File: config.mk
export PLATFORM = sky130hd
export DESIGN_NAME = ring_rr_arbiter
export DESIGN_NICKNAME = d
export VERILOG_FILES = /design/src/rtl/ring_rr_arbiter.sv
export SDC_FILE = /design/constraint.sdc
export NUM_CORES = 1
export LEC_CHECK = 0
export CORE_UTILIZATION = 47
export CTS_BUF_LIST = sky130_fd_sc_hd__clkbuf_16
export DETAILED_ROUTE_END_ITERATION = 8
export DONT_BUFFER_PORTS = 1
export GPL_TIMING_DRIVEN = 0
export PLACE_DENSITY_LB_ADDON = 0.05
export SKIP_LAST_GASP = 1
export SLEW_MARGIN = 40
export SYNTH_ARGS = -nofsm -noshare
export SYNTH_HDL_FRONTEND = slang
export SYNTH_SLANG_ARGS = --single-unit
export TNS_END_PERCENT = 50
File: constraint.sdc
create_clock -name clk -period 2.3 [get_ports clk]
set_clock_uncertainty 0.2 [all_clocks]
set_input_delay 0.575 -clock clk [delete_from_list [all_inputs] [get_ports clk]]
set_output_delay 0.575 -clock clk [all_outputs]
set_load 0.05 [all_outputs]
File: src/rtl/ring_rr_arbiter.sv
// ring_rr_arbiter: round-robin arbiter with one-hot ring pointer and per-tenure hold limit
// Ports:
//   clk       rising-edge clock
//   res       synchronous active-high reset
//   req       level requests, one bit per requester
//   grant     registered one-hot grant, zero when idle
//   grant_id  binary index of the granted requester, zero when idle
//   busy      high while any grant bit is set
//   ptr       one-hot priority pointer, ptr[i] marks the top-priority requester
//   timeout   one-cycle pulse in the dead cycle after a tenure is cut at MAX_HOLD
module ring_rr_arbiter #(
   parameter int N        = 4,
   parameter int MAX_HOLD = 8,
   parameter int HOLD_W   = 4,
   parameter int ID_W     = 2
) (
   input  logic            clk,
   input  logic            res,
   input  logic [N-1:0]    req,
   output logic [N-1:0]    grant,
   output logic [ID_W-1:0] grant_id,
   output logic            busy,
   output logic [N-1:0]    ptr,
   output logic            timeout
);
   typedef enum logic {IDLE, GRANT} state_t;
   state_t            state_q, state_nx;
   logic [N-1:0]      grant_q, grant_nx, ptr_q, ptr_nx;
   logic [ID_W-1:0]   id_q, id_nx, ptr_idx, win_idx;
   logic [HOLD_W-1:0] hold_q, hold_nx;
   logic              busy_q, busy_nx, timeout_q, timeout_nx, found, keep, at_limit;
   // upward scan from the pointer position, wrapping; the lowest offset wins
   always_comb begin
      ptr_idx = '0;
      for (int i = 0; i < N; i++) if (ptr_q[i]) ptr_idx = ID_W'(i);
      found   = 1'b0;
      win_idx = '0;
      for (int k = N - 1; k >= 0; k--)
         if (req[(int'(ptr_idx) + k) % N]) begin
            found   = 1'b1;
            win_idx = ID_W'((int'(ptr_idx) + k) % N);
         end
   end
   always_ff @(posedge clk) begin
      if (res) begin
         state_q   <= IDLE;
         grant_q   <= '0;
         id_q      <= '0;
         busy_q    <= 1'b0;
         ptr_q     <= {{(N-1){1'b0}}, 1'b1};
         hold_q    <= '0;
         timeout_q <= 1'b0;
      end else begin
         state_q   <= state_nx;
         grant_q   <= grant_nx;
         id_q      <= id_nx;
         busy_q    <= busy_nx;
         ptr_q     <= ptr_nx;
         hold_q    <= hold_nx;
         timeout_q <= timeout_nx;
      end
   end
   // a tenure continues only while the holder still requests and the limit is not reached
   always_comb begin
      keep       = req[id_q];
      at_limit   = hold_q == HOLD_W'(MAX_HOLD);
      state_nx   = state_q;
      grant_nx   = grant_q;
      id_nx      = id_q;
      busy_nx    = busy_q;
      ptr_nx     = ptr_q;
      hold_nx    = hold_q;
      timeout_nx = 1'b0;
      if (state_q == IDLE) begin
         if (found) begin
            state_nx = GRANT;
            grant_nx = {{(N-1){1'b0}}, 1'b1} << win_idx;
            id_nx    = win_idx;
            busy_nx  = 1'b1;
            hold_nx  = HOLD_W'(1);
         end
      end else if (!keep || at_limit) begin
         state_nx   = IDLE;
         grant_nx   = '0;
         id_nx      = '0;
         busy_nx    = 1'b0;
         hold_nx    = '0;
         ptr_nx     = {grant_q[N-2:0], grant_q[N-1]};
         timeout_nx = keep;
      end else begin
         hold_nx = hold_q + HOLD_W'(1);
      end
   end
   always_comb begin
      grant    = grant_q;
      grant_id = id_q;
      busy     = busy_q;
      ptr      = ptr_q;
      timeout  = timeout_q;
   end
endmodule

==> summary.md <==
| Metric | Value |
|---|---|
| Status | `finished, final reports clean` |
| Share of the synthesized area in the top cell type | `35.1%` |
| Power per cell area | `756 nW/µm²` |
| Dpl cells | `135` |
| Setup violations, final | `0` |
| CP max FO | `8` |
| Area occupied by multi-input gates | `586 µm²` |
| Core area | `1940 µm²` |
| Post-synth top cells | `dfxtp_1 (17), a21oi_1 (11), nor2_1 (10), nand2_1 (7), inv_1 (6)` |
| Number of CTS-inserted buffers | `3` |
| Die Wd | `47.4 µm` |
| Detail Route met2 WL | `1110 µm` |
| Chip height | `47.4 µm` |
| Mapped Cells | `108` |
| Vias in the first global route | `761` |
| Mapped Area | `970 µm²` |
| Remaining antenna violation count after routing | `0` |
| Total GRT Usage | `21.0%` |
| RSZ-0062 raised after global routing | `no` |
| Post-synth top area cell | `dfxtp_1` |
| Final WL | `2090 µm` |
| Final Hold Violating Endpoints | `0` |
| GPL Wtd Cong | `0.813` |
| Fin cells | `139` |
| Post-CTS setup buffer count | `0` |
| Levels on crit path | `5` |
| CP Buf/Inv Count | `0` |
| Drt wl/cell | `15.0 µm` |
| Cts hold-fix bufs | `0` |
| Clock latency at the later pin of the worst-skew pair | `0.24 ns` |
| Crit path DAT | `2.13 ns` |
| Detail Placement HPWL | `1560 µm` |
| Worst Path Required | `2.25 ns` |
| 1st-pass router iterations | `4` |
| Setup TNS | `0 ns` |
| Ports | `18` |
| Fill count | `192` |
| Reg2reg start | `grant_id[1]` |
| Clock Tree Root | `clkbuf_16` |
| Area contributors post-synth | `dfxtp_1 (35%), a21oi_1 (5.7%), nor2_1 (3.9%)` |
| Worst Tran Pin Value | `0.587 ns` |
| Largest stage delay, worst path | `0.66 ns` |
| Final worst slack | `0.122 ns` |
| Commonest register cell after synthesis | `dfxtp_1` |
| Seq/Total Area, Yosys | `35.1%` |
| Synth Net Count | `116` |
| Avg Inst Size Synth | `8.98 µm²` |
| Area Growth Syn to Fin | `12.1%` |
| CP Class | `flip-flop to flip-flop` |
| Critical Path End | `grant[0]` |
| Asr flop ratio synth | `0%` |
| Critical-path top delay cell | `dfxtp_1` |
| DR WL met3 | `65 µm` |
| CP Launch Type | `flip-flop` |
| Initial antenna violation count | `0` |
| Layout cells sized above 1 | `17.0%` |
| Register area | `345 µm²` |
| Post-place setup slack | `0.0137 ns` |
| Critical Path, Cell by Cell | `mux4_2 > nand3_2 > a21oi_4 > a21oi_1 > a221oi_1` |
| CTS H-tree lvls | `1` |
| Worst reg2reg path depth | `5` |
| Kind of cell with the highest combined delay on the critical path | `compound AO/OA/AOI/OAI gates` |
| Final worst path period share | `94.7%` |
| Top Metal Used | `met4` |
| Post-CTS Resized | `0` |
| Worst Setup End Kind | `flip-flop` |
| Max-cap violations | `0` |
| Synth cell types | `43` |
| Clk sink count | `17` |
| Most numerous cell in the Yosys netlist | `dfxtp_1` |
| Fmax | `459 MHz` |
| CTS clock-pin slew for the worst setup and hold paths | `0.05 ns` |
| Total gr overflow | `0` |
| Worst flop-to-flop path endpoint | `grant[0]` |
| Row count | `16` |
| Ys Warns | `0` |
| Via density | `5.96` |
| TritonCTS clock tree | `yes` |
| Worst VDD drop | `0.000344 V` |
| Largest net degree at the start of global routing | `11` |
| First-pass GRT wire length | `3320 µm` |
| DIE AREA | `2250 µm²` |
| Residual DRC | `0` |
| Nets | `121` |
| Max clock buf depth | `2` |
| Reg2reg setup slack | `0.12 ns` |
| Starting density of the core | `49.9%` |
| Worst Hold Class | `input port to flip-flop` |
| CP Launch Point | `grant_id[1]` |
| Post-synth EDFFs | `0` |
| Leakage power total | `0.427 nW` |
| Tmin final | `2.18 ns` |
| Port Buffer Count | `0` |
| Number of DRC markers in iteration 0 | `11` |
| #FFs+latches synth | `17` |
| Max-slew violations | `0` |
| N_diodes | `0` |
| Vias | `828` |
| Wl on met1 | `907 µm` |
| Overall power | `0.822 mW` |
| Rel. slew slack | `60.8%` |
layout make-up:
class,count,area share [%]
well taps,27,3.11
clock inverters,1,0.345
clock buffers,3,6.90
multi-input cells,81,53.9
flip-flops and latches,17,31.8
inverters,6,2.07
plain buffers,4,1.96
layout by cell type (no fill, tap or decap), types with 3 or more instances in the layout:
| cell type | count |
|---|---|
| nand3_1 | 3 |
| o21ai_0 | 5 |
| mux2i_1 | 3 |
| nand3b_1 | 3 |
| clkbuf_16 | 3 |
| nor2_1 | 10 |
| nand2_1 | 7 |
| inv_1 | 7 |
| a21oi_1 | 11 |
| dfxtp_1 | 13 |
| dfxtp_2 | 4 |
| nor2b_1 | 3 |
| a22o_1 | 3 |
registers in the layout, summed over array words and instances, names as in the netlist:
name	cells
state_q	1
grant	4
ptr	4
hold_q	4
grant_id	2
busy	1
timeout	1
per-stage QoR:
| stage | instance area [µm²] | hold WS (ns) | util (%) |
|---|---|---|---|
| floorplan | 970 | 0.262 | - |
| global route | 1090 | 0.200 | 56.0 |
| finish | 1090 | 0.206 | 56.0 |
| global placement | 1000 | 0.276 | 51.7 |
| detailed placement | 1000 | 0.295 | 51.7 |
| CTS | 1080 | 0.204 | 55.7 |
cell families (layout without fill, tap and decap cells):
logic type / count (synthesis) / in the layout / share of synthesized area (%)
AOI/OAI and AO/OA: 32 / 32 / 26.5
adders and majority gates: 2 / 2 / 2.58
buffers and inverters: 10 / 14 / 4.52
DFF: 17 / 17 / 35.1
muxes: 4 / 4 / 5.42
and+or+nand+nor: 43 / 43 / 25.9
how the worst min path moves through the flow:
stage          startpoint  cells after the start  slack (ns)         to
3_5_place_dp    hold_q[3]                      2        0.29  hold_q[3]
2_1_floorplan   hold_q[3]                      2        0.26  hold_q[3]
3_3_place_gp    hold_q[3]                      2        0.28  hold_q[3]
5_1_grt               res                      1        0.20   grant[2]
6_report              res                      1        0.21   grant[2]
4_1_cts               res                      1        0.20   grant[2]
metal layers:
layer	GRT usage (%)	up-vias
li1	-	408
met1	23.8	401
met2	39.7	17
met3	4.53	2
met4	5.14	0
met5	0	-
power by group:
part           internal [mW]  total, mW  switching, mW
Sequential             0.313      0.374         0.0605
Combinational         0.0491      0.111         0.0614
Clock                  0.230      0.338          0.107
Total                  0.593      0.822          0.229
(Power assumes the default switching activity.)
